`config.mk`:
```
export PLATFORM = sky130hd
export DESIGN_NAME = spi_tx_packet_scheduler_flat
export DESIGN_NICKNAME = d
export VERILOG_FILES = /design/src/rtl/spi_tx_packet_scheduler_pkg.sv /design/src/rtl/spi_tx_packet_scheduler_if.sv /design/src/rtl/spi_tx_packet_scheduler_arbiter.sv /design/src/rtl/spi_tx_packet_scheduler.sv /design/src/flat_wrapper.sv
export SDC_FILE = /design/constraint.sdc
export NUM_CORES = 1
export LEC_CHECK = 0
export BUFFER_PORTS_ARGS = -buffer_cell sky130_fd_sc_hd__buf_2
export CAP_MARGIN = 0
export CORE_AREA = 5 5 102 104
export DETAILED_ROUTE_END_ITERATION = 16
export DIE_AREA = 0 0 107 109
export PLACE_DENSITY = 0.68
export SLEW_MARGIN = 25
export SYNTH_ARGS = -nofsm -noshare
export SYNTH_HDL_FRONTEND = slang
export SYNTH_SLANG_ARGS = --single-unit
```
`constraint.sdc`:
```
create_clock -name clk -period 1.6 [get_ports clk]
set_input_delay 0.24 -clock clk [delete_from_list [all_inputs] [get_ports clk]]
set_output_delay 0.24 -clock clk [all_outputs]
set_load 0.05 [all_outputs]
```
`src/rtl/spi_tx_packet_scheduler_pkg.sv`:
```
// Shared types, sizing helpers and default widths for the SPI transmit packet scheduler.
package spi_tx_sched_pkg;

  typedef enum logic {
    IDLE = 1'b0,
    SEND = 1'b1
  } state_t;

  function automatic int ceil_div(input int a, input int b);
    return (a + b - 1) / b;
  endfunction

  // A single-chunk packet still needs a one-bit counter to keep the datapath well formed.
  function automatic int cnt_width(input int n_chunks);
    return (n_chunks > 1) ? $clog2(n_chunks) : 1;
  endfunction

  localparam int def_nreqs      = 4;
  localparam int def_nbits_in   = 32;
  localparam int def_nbits_out  = 8;
  localparam int def_num_chunks = ceil_div(def_nbits_in, def_nbits_out);
  localparam int cnt_bits       = cnt_width(def_num_chunks);
  localparam int src_bits       = $clog2(def_nreqs);

endpackage

```
`src/rtl/spi_tx_packet_scheduler_if.sv`:
```
// Requester-side and chunk-side handshake bundle of the scheduler.
interface spi_tx_packet_scheduler_if #(
  parameter int nreqs     = spi_tx_sched_pkg::def_nreqs,
  parameter int nbits_in  = spi_tx_sched_pkg::def_nbits_in,
  parameter int nbits_out = spi_tx_sched_pkg::def_nbits_out,
  parameter int src_bits  = $clog2(nreqs)
);
  logic [nreqs-1:0]          req_val;
  logic [nreqs-1:0]          req_rdy;
  logic [nreqs*nbits_in-1:0] req_msg;
  logic                      resp_val;
  logic                      resp_rdy;
  logic [nbits_out-1:0]      resp_msg;
  logic [src_bits-1:0]       resp_src;
  logic                      resp_last;

  modport slave (
    input  req_val, req_msg, resp_rdy,
    output req_rdy, resp_val, resp_msg, resp_src, resp_last
  );

  modport master (
    output req_val, req_msg, resp_rdy,
    input  req_rdy, resp_val, resp_msg, resp_src, resp_last
  );
endinterface

```
`src/rtl/spi_tx_packet_scheduler_arbiter.sv`:
```
// Round-robin arbiter: combinational grant from the valid vector and a priority
// pointer that advances past the winner only when the grant is taken.
module spi_rr_arbiter #(
  parameter int nreqs    = 4,
  parameter int src_bits = $clog2(nreqs)
) (
  input  logic                clk,
  input  logic                reset,
  input  logic [nreqs-1:0]    val,
  input  logic                en,
  output logic [nreqs-1:0]    grant,
  output logic [src_bits-1:0] grant_idx
);
  logic [src_bits-1:0]  ptr;
  logic [2*nreqs-1:0]   val_rot;
  int                   sum;

  // Bit k of val_rot is requester (ptr + k) mod nreqs.
  assign val_rot = {val, val} >> ptr;

  // NOTE: every output of a combinational block gets a default before any branch,
  // otherwise a path that skips the assignment infers a latch.
  always_comb begin
    grant_idx = '0;
    sum       = 0;
    // Walk from lowest to highest priority so the highest-priority hit is written last.
    for (int k = nreqs - 1; k >= 0; k--) begin
      if (val_rot[k]) begin
        sum = int'(ptr) + k;
        if (sum >= nreqs) sum = sum - nreqs;
        grant_idx = src_bits'(sum);
      end
    end
    grant = '0;
    if (|val) grant[grant_idx] = 1'b1;
  end

  // NOTE: state registers use non-blocking assignments so every flop samples
  // pre-edge values; blocking here would create order-dependent simulation.
  always_ff @(posedge clk) begin
    if (reset) begin
      ptr <= '0;
    end else if (en) begin
      ptr <= (grant_idx == src_bits'(nreqs - 1)) ? '0 : grant_idx + 1'b1;
    end
  end

endmodule

```
`src/rtl/spi_tx_packet_scheduler.sv`:
```
// Shares one narrow SPI transmit chunk stream among wide-packet requesters,
// emitting each granted packet most-significant chunk first.
module spi_tx_packet_scheduler
  import spi_tx_sched_pkg::*;
#(
  parameter int nreqs     = def_nreqs,
  parameter int nbits_in  = def_nbits_in,
  parameter int nbits_out = def_nbits_out
) (
  input  logic                      clk,
  input  logic                      reset,
  spi_tx_packet_scheduler_if.slave  bus,
  output logic                      busy
);
  localparam int n_chunks = ceil_div(nbits_in, nbits_out);
  localparam int cnt_w    = cnt_width(n_chunks);
  localparam int src_w    = $clog2(nreqs);
  localparam int pad_w    = n_chunks * nbits_out;

  state_t               state, state_nxt;
  logic [cnt_w-1:0]     cnt, cnt_nxt, sel;
  logic [nbits_in-1:0]  data_r;
  logic [src_w-1:0]     src_r;
  logic [nreqs-1:0]     grant;
  logic [src_w-1:0]     grant_idx;
  logic                 accept, fire, last, sending;
  logic [pad_w-1:0]     data_pad;
  logic [nbits_out-1:0] chunk;

  spi_rr_arbiter #(
    .nreqs    (nreqs),
    .src_bits (src_w)
  ) u_arb (
    .clk       (clk),
    .reset     (reset),
    .val       (bus.req_val),
    .en        (accept),
    .grant     (grant),
    .grant_idx (grant_idx)
  );

  // Any valid requester in IDLE is granted, so acceptance needs no further qualification.
  assign accept  = (state == IDLE) && (|bus.req_val);
  assign fire    = (state == SEND) && bus.resp_rdy;
  assign last    = (cnt == cnt_w'(n_chunks - 1));

  always_comb begin
    state_nxt = state;
    cnt_nxt   = cnt;
    case (state)
      IDLE: begin
        if (accept) begin
          state_nxt = SEND;
          cnt_nxt   = '0;
        end
      end
      SEND: begin
        if (fire) begin
          if (last) begin
            state_nxt = IDLE;
            cnt_nxt   = '0;
          end else begin
            cnt_nxt = cnt + 1'b1;
          end
        end
      end
      default: state_nxt = IDLE;
    endcase
  end

  always_ff @(posedge clk) begin
    if (reset) begin
      state  <= IDLE;
      cnt    <= '0;
      data_r <= '0;
      src_r  <= '0;
    end else begin
      state <= state_nxt;
      cnt   <= cnt_nxt;
      if (accept) begin
        data_r <= bus.req_msg[grant_idx*nbits_in +: nbits_in];
        src_r  <= grant_idx;
      end
    end
  end

  // Zero-extend so a partial top chunk reads as leading zeros.
  assign data_pad = pad_w'(data_r);
  assign sel      = cnt_w'(n_chunks - 1) - cnt;
  assign chunk    = data_pad[sel*nbits_out +: nbits_out];

  // Outputs are forced quiet while reset is held, before the registers have cleared.
  assign sending       = (state == SEND) && !reset;
  assign busy          = sending;
  assign bus.resp_val  = sending;
  assign bus.resp_last = sending && last;
  assign bus.resp_msg  = reset ? '0 : chunk;
  assign bus.resp_src  = reset ? '0 : src_r;
  assign bus.req_rdy   = ((state == IDLE) && !reset) ? grant : '0;

endmodule

```
`src/flat_wrapper.sv`:
```
// flat-port wrapper written by rule: the top's interface ports become plain ports
module spi_tx_packet_scheduler_flat import spi_tx_sched_pkg::*;
#(
  parameter int nreqs     = def_nreqs,
  parameter int nbits_in  = def_nbits_in,
  parameter int nbits_out = def_nbits_out
)
  (clk, reset, busy, bus_req_val, bus_req_msg, bus_resp_rdy, bus_req_rdy, bus_resp_val, bus_resp_msg, bus_resp_src, bus_resp_last);
  spi_tx_packet_scheduler_if #(.nreqs(nreqs), .nbits_in(nbits_in), .nbits_out(nbits_out)) bus_i ();
  input  logic clk;
  input  logic reset;
  output logic busy;
  input wire logic [$bits(bus_i.req_val)-1:0] bus_req_val;
  input wire logic [$bits(bus_i.req_msg)-1:0] bus_req_msg;
  input wire logic [$bits(bus_i.resp_rdy)-1:0] bus_resp_rdy;
  output wire logic [$bits(bus_i.req_rdy)-1:0] bus_req_rdy;
  output wire logic [$bits(bus_i.resp_val)-1:0] bus_resp_val;
  output wire logic [$bits(bus_i.resp_msg)-1:0] bus_resp_msg;
  output wire logic [$bits(bus_i.resp_src)-1:0] bus_resp_src;
  output wire logic [$bits(bus_i.resp_last)-1:0] bus_resp_last;
  assign bus_i.req_val = bus_req_val;
  assign bus_i.req_msg = bus_req_msg;
  assign bus_i.resp_rdy = bus_resp_rdy;
  assign bus_req_rdy = bus_i.req_rdy;
  assign bus_resp_val = bus_i.resp_val;
  assign bus_resp_msg = bus_i.resp_msg;
  assign bus_resp_src = bus_i.resp_src;
  assign bus_resp_last = bus_i.resp_last;
  spi_tx_packet_scheduler #(.nreqs(nreqs), .nbits_in(nbits_in), .nbits_out(nbits_out)) u_core (.clk(clk), .reset(reset), .bus(bus_i), .busy(busy));
endmodule
```
Yosys cells after proc, flatten, opt, wreduce, memory -nomap -nowiden
Cells that the tools add are included.

Input bits: 135. Flip-flop bits (word level): 39.

Reduce and logical (&&, ||, !) cells: 9. Add/sub/neg operators: 10. Magnitude comparators: 6. Multiplexer cells: 23. Bitwise operators: 1. Equality and inequality tests: 4. Shift-type cells: 3.

Operators with widths (number): indexed part select 128 x 8 -> 32 bit (1); indexed part select 32 x 6 -> 8 bit (1); two-way mux 2 bit (13); greater-or-equal comparator 3 bit (second input constant) (3); two-way mux 4 bit (2); two-way mux 8 bit (1); right shift 8 x 2 -> 4 bit (1); subtractor 2 x 1 -> 2 bit (second input constant) (4); adder 2 x 2 -> 3 bit (second input constant) (2); logical AND 1 bit (6); adder 2 x 1 -> 2 bit (second input constant) (2); equality test 2 bit (second input constant) (2); two-way mux 1 bit (4); one-hot mux 2 bit (2 select lines) (1); OR reduction 4 bit (1); adder 2 x 1 -> 3 bit (second input constant) (1); greater-or-equal comparator 2 x 3 -> 1 bit (second input constant) (1); less-than comparator 2 x 3 -> 1 bit (second input constant) (1); demux 1 bit (select 2 bit) (1); greater-or-equal comparator 2 x 1 -> 1 bit (second input constant) (1); inequality test 2 x 1 -> 1 bit (second input constant) (1); inequality test 2 bit (second input constant) (1); one-hot mux 1 bit (2 select lines) (1); AND reduction 2 bit (1); other kinds (3) (3).

Longest topological paths before layout
Depth after elaboration: 13. Mapped depth: 8.

Modules after synthesis
A second synthesis with hierarchy kept.

Cells, all modules: 202. Area, all modules: 2553.7 um^2.

By module, submodules not included: spi_tx_packet_scheduler (cells an instance 169, area an instance 2282.2 um^2, instances 1); spi_rr_arbiter (cells an instance 33, area an instance 271.5 um^2, instances 1).

Worst setup path before layout
No wires, ideal clock.

Path kind: register -> output. Start: reg u_core.u_arb.ptr[1]. End: out bus_req_rdy[1]. Required time: 1.360 ns. Path slack: -0.546 ns. Data arrival time: 1.906 ns. Cell stages (with the launch flop): 7. Cell sequence: dfxtp_1 > mux2i_1 > nor2_1 > nor3_4 > nand2_2 > clkbuf_4 > nor2_1.

Longest elaborated chain between the ends: 13. Elaborated cells between the ends (all ways): 27. Classes of those cells: add/sub (7); order compare (6); shift (1); mux (12); reduce/logical (1).

Ends and longest elaborated chain: start, declared (RTL line spi_tx_packet_scheduler_arbiter.sv:14) `logic [src_bits-1:0] ptr;`; start signal, assigned (RTL line spi_tx_packet_scheduler_arbiter.sv:44) `ptr <= (grant_idx == src_bits'(nreqs - 1)) ? '0 : grant_idx + 1'b1;`; adder 2 x 2 -> 3 bit (RTL line spi_tx_packet_scheduler_arbiter.sv:29) `sum = int'(ptr) + k;`; greater-or-equal comparator 3 bit or subtractor 2 x 1 -> 2 bit (tied branches) (RTL line spi_tx_packet_scheduler_arbiter.sv:30) `if (sum >= nreqs) sum = sum - nreqs;`; two-way mux 2 bit (RTL line spi_tx_packet_scheduler_arbiter.sv:30); two-way mux 2 bit (3 in series) (RTL line spi_tx_packet_scheduler_arbiter.sv:28) `if (val_rot[k]) begin`; two-way mux 2 bit (*) (RTL line spi_tx_packet_scheduler_arbiter.sv:28); less-than comparator 2 x 3 -> 1 bit (not written as such) or greater-or-equal comparator 2 x 1 -> 1 bit (tied branches) (RTL line spi_tx_packet_scheduler_arbiter.sv:35) `if (|val) grant[grant_idx] = 1'b1;`; logical AND 1 bit (not written as such) (RTL line spi_tx_packet_scheduler_arbiter.sv:35); two-way mux 1 bit (not written as such) (RTL line spi_tx_packet_scheduler_arbiter.sv:35); demux 1 bit (select 2 bit) (*) (RTL line spi_tx_packet_scheduler_arbiter.sv:35); two-way mux 4 bit (*) (RTL line spi_tx_packet_scheduler_arbiter.sv:35); two-way mux 4 bit (*) (RTL line spi_tx_packet_scheduler.sv:99) `assign bus.req_rdy = ((state == IDLE) && !reset) ? grant : '0;`; end, declared (RTL line flat_wrapper.sv:16) `output wire logic [$bits(bus_i.req_rdy)-1:0] bus_req_rdy;`.

Every way passes the cells marked *; elsewhere a longest branch is shown, timed or not.

Final worst setup path
Start: reg u_core.u_arb.ptr[1]. End: out bus_req_rdy[2].

Same word-level chain as after synthesis.

==> flow_metrics.env <==
export IMPL_yosys_area_share_simple=0.134
export IMPL_grt_pass1_wl_um=14600
export IMPL_setup_viol=45
export IMPL_synth_top_area_cell="dfxtp_1"
export IMPL_seqPwrFrac=0.273
export IMPL_dieArea_um2=11700
export IMPL_clock_latency_ps=290
export IMPL_start_util=0.291
export IMPL_combPwrFrac=0.509
export IMPL_vias=2763
export IMPL_synth_net_count=395
export IMPL_critPathCaptureType="primary output"
export IMPL_swShare=0.318
export IMPL_synth_area_um2=2750
export IMPL_diodes=0
export IMPL_root_buffer="clkbuf_8"
export IMPL_synth_seq_area_share=0.284
export IMPL_finalHoldViolCount=0
export IMPL_htreeDepth=2
export IMPL_synth_compound_area_frac=0.193
export IMPL_drt_total_wl_um=10100
export IMPL_synth_mux_area_frac=0.302
export IMPL_finalInstanceArea_um2=5120
export IMPL_worstPathArrival_ps=1740
export IMPL_vias_per_cell=5.00
export IMPL_drive_above_1_share=0.756
export IMPL_synth_distinct_cells=31
export IMPL_io_buffers=151
export IMPL_ios=152
export IMPL_drv_cap=0
export IMPL_nFillCells=783
export IMPL_fin_crit_sh=1.24
export IMPL_violations="setup timing"
export IMPL_required_ps=1360
export IMPL_cts_inserted_buffers=5
export IMPL_clock_path_buffers=2
export IMPL_postCtsHoldBufs=0
export IMPL_drv_slew=0
export IMPL_clockPowerShare=0.218
export IMPL_grtUsageTotal=0.162
export IMPL_die_height_um=109
export IMPL_postPlaceCellArea_um2=3850
export IMPL_rsz0062_at_grt="true"
export IMPL_grt_pass1_vias=2877
export IMPL_area_delta_synth_final_pct=85.8
export IMPL_leakage_nw=2.05
export IMPL_power_density_nw_per_um2=874
export IMPL_finalHoldWorstSlack_ps=226
export IMPL_skew_ps=6.71
export IMPL_slowest_delay_ps=370
export IMPL_cp_start_kind="flip-flop"
export IMPL_grt_ovfl_total=0
export IMPL_irDropWorstVdd_uv=435
export IMPL_hold_path_class="in -> reg"
export IMPL_drt_iter0_markers=119
export IMPL_nets=576
export IMPL_worstMarginPinSlew_ps=293
export IMPL_die_width_um=107
export IMPL_antenna_found_initial=0
export IMPL_cts_sinks=39
export IMPL_min_period_ps=1980
export IMPL_cts_clk_slew_worst_paths_ps=70
export IMPL_critPathMaxFanout=4
export IMPL_ant_nets=0
export IMPL_synth_top_family_by_area="multiplexers"
export IMPL_synthDominantCellAreaShare=0.284
export IMPL_synth_area_leaders="dfxtp_1 28%, mux2i_1 24%, o221ai_2 16%"
export IMPL_syn_mean_instance_area_um2=10.7
export IMPL_p_int_mw=3.05
export IMPL_hpwl_um=6890
export IMPL_cts_tree="done"
export IMPL_path_class="reg -> out"
export IMPL_syn_inst=257
export IMPL_path_cells="buf_4 > nand2_4 > nand3b_1 > a2bb2oi_4 > buf_12 > ha_4 > and2_4 > buf_8"
export IMPL_ys_ff_latch=39
export IMPL_p_switching_mw=1.42
export IMPL_status="finished, violations left"
export IMPL_grt_start_max_net_pins=33
export IMPL_place_congestion=0.818
export IMPL_synth_xor_area_share=0
export IMPL_rows=36
export IMPL_yosys_warnings=0
export IMPL_coreArea_um2=9460
export IMPL_fmax_ghz=0.506
export IMPL_wl_per_cell_um=18.3
export IMPL_slowest_stage="dfxtp_4"
export IMPL_setup_ws_ps=-378
export IMPL_drcViolationCount=0
export IMPL_synthAdderAreaFrac=0.0136
export IMPL_drt_pre_antenna_iters=4
export IMPL_slew_headroom=0.803
-- Yosys cell counts --
library cell	number
mux2i_1	65
nand2_1	42
dfxtp_1	39
o221ai_2	29
nor2b_1	11
a21oi_1	8
mux4_2	8
buf_2	7
nor2_1	7
buf_6	4
and2_1	3
buf_12	3
buf_4	3
clkbuf_1	3
clkbuf_4	3
ha_1	3
o221ai_1	3
inv_1	2
nand3_1	2
a211oi_1	1
a2bb2oi_2	1
a31oi_1	1
nand2_2	1
nand2b_4	1
nand3b_1	1
nor2_8	1
nor3_1	1
nor3_4	1
nor3b_1	1
nor4_1	1
or2_1	1
-- stage by stage --
stage	power, mW	instances	utilization	TNS, ps	setup slack (ps)
after global placement	2.59	526	0.407	-2510	-128
after CTS	4.11	551	0.487	-9650	-397
final	4.47	553	0.541	-12030	-378
after detailed placement	2.63	526	0.407	-3470	-169
after floorplan	2.18	257	-	-190	-130
after global routing	4.69	553	0.541	-15890	-458
-- critical path: cells and delay by family (launching register included) --
family / cells / cell delay (ps)
simple gates: 3 / 310
fa+ha+maj: 1 / 120
buf+inv: 3 / 420
flops: 1 / 370
compound gates: 1 / 220
-- layout make-up --
cell class,instances,area [µm²],area share
Clock buffer,6,72.6,0.0142
Inverter,2,7.51,0.00147
Sequential cell,39,787,0.154
Tap cell,114,143,0.0279
Multi-Input combinational cell,193,2460,0.481
Clock inverter,2,60.1,0.0117
Timing Repair Buffer,197,1590,0.310
-- power by group through the flow --
stage / sequential [mW] / combinational (mW) / clock (mW)
after floorplan: 1.19 / 0.989 / 0
after global placement: 1.24 / 1.36 / 0
after detailed placement: 1.24 / 1.39 / 0
after CTS: 1.22 / 1.90 / 0.994
after global routing: 1.24 / 2.40 / 1.05
final: 1.22 / 2.27 / 0.974
-- logic make-up (layout without fill, tap and decap cells) --
group	Yosys count	in the layout
flip-flops	39	39
AND/OR/NAND/NOR	74	74
AO/OA/AOI/OAI	43	43
multiplexers	73	73
adder cells (fa/ha/maj)	3	3
buffers and inverters	25	207
-- placed cells by master (no fill, tap or decap), types with 2 or more instances in the layout --
| master | count |
|---|---|
| nand3_1 | 2 |
| nand2_2 | 2 |
| and2_4 | 2 |
| ha_4 | 2 |
| mux2i_4 | 35 |
| mux4_2 | 8 |
| clkbuf_8 | 5 |
| nor2b_4 | 9 |
| dfxtp_2 | 2 |
| buf_6 | 12 |
| nor2b_1 | 2 |
| dfxtp_1 | 36 |
| nor2_4 | 2 |
| nor2_2 | 2 |
| o221ai_2 | 31 |
| a21oi_1 | 5 |
| buf_4 | 18 |
| nor2_1 | 3 |
| nand2_1 | 40 |
| mux2i_2 | 20 |
| buf_8 | 5 |
| buf_12 | 15 |
| mux2i_1 | 10 |
| a21oi_2 | 2 |
| buf_2 | 138 |
| inv_2 | 2 |
| bufinv_16 | 2 |
| buf_16 | 7 |
-- worst paths after layout --
path | from | end | slack (ps) | depth (start not counted)
max | u_core.u_arb.ptr[1] | bus_req_rdy[2] | -380 | 8
min | bus_resp_rdy | u_core.cnt[1] | 230 | 3
max reg2reg | u_core.u_arb.ptr[1] | u_core.data_pad[6] | -330 | 10
min reg2reg | u_core.src_r[0] | u_core.src_r[0] | 470 | 2
-- registers in the layout, summed over array words and instances (netlist names) --
register          count
u_core.src_r          2
u_core.cnt            2
u_core.state          1
u_core.data_pad      32
u_core.u_arb.ptr      2
-- layer usage --
metal  up-vias  part of all wire  track usage
met5         -                 0            0
met4         0             0.021       0.0475
met3        16             0.063       0.0355
met2       108              0.54        0.293
met1      1303              0.38        0.193
li1       1336                 -            -
-- what timing repair did --
action / CTS / global route
pin swaps: 9 / 11
gates resized for setup: 91 / 92
setup buffers: 11 / 6
gates cloned: 8 / 1
endpoints found under the setup margin: 43 / 48
No activity file was read; power rests on OpenSTA's default activity.
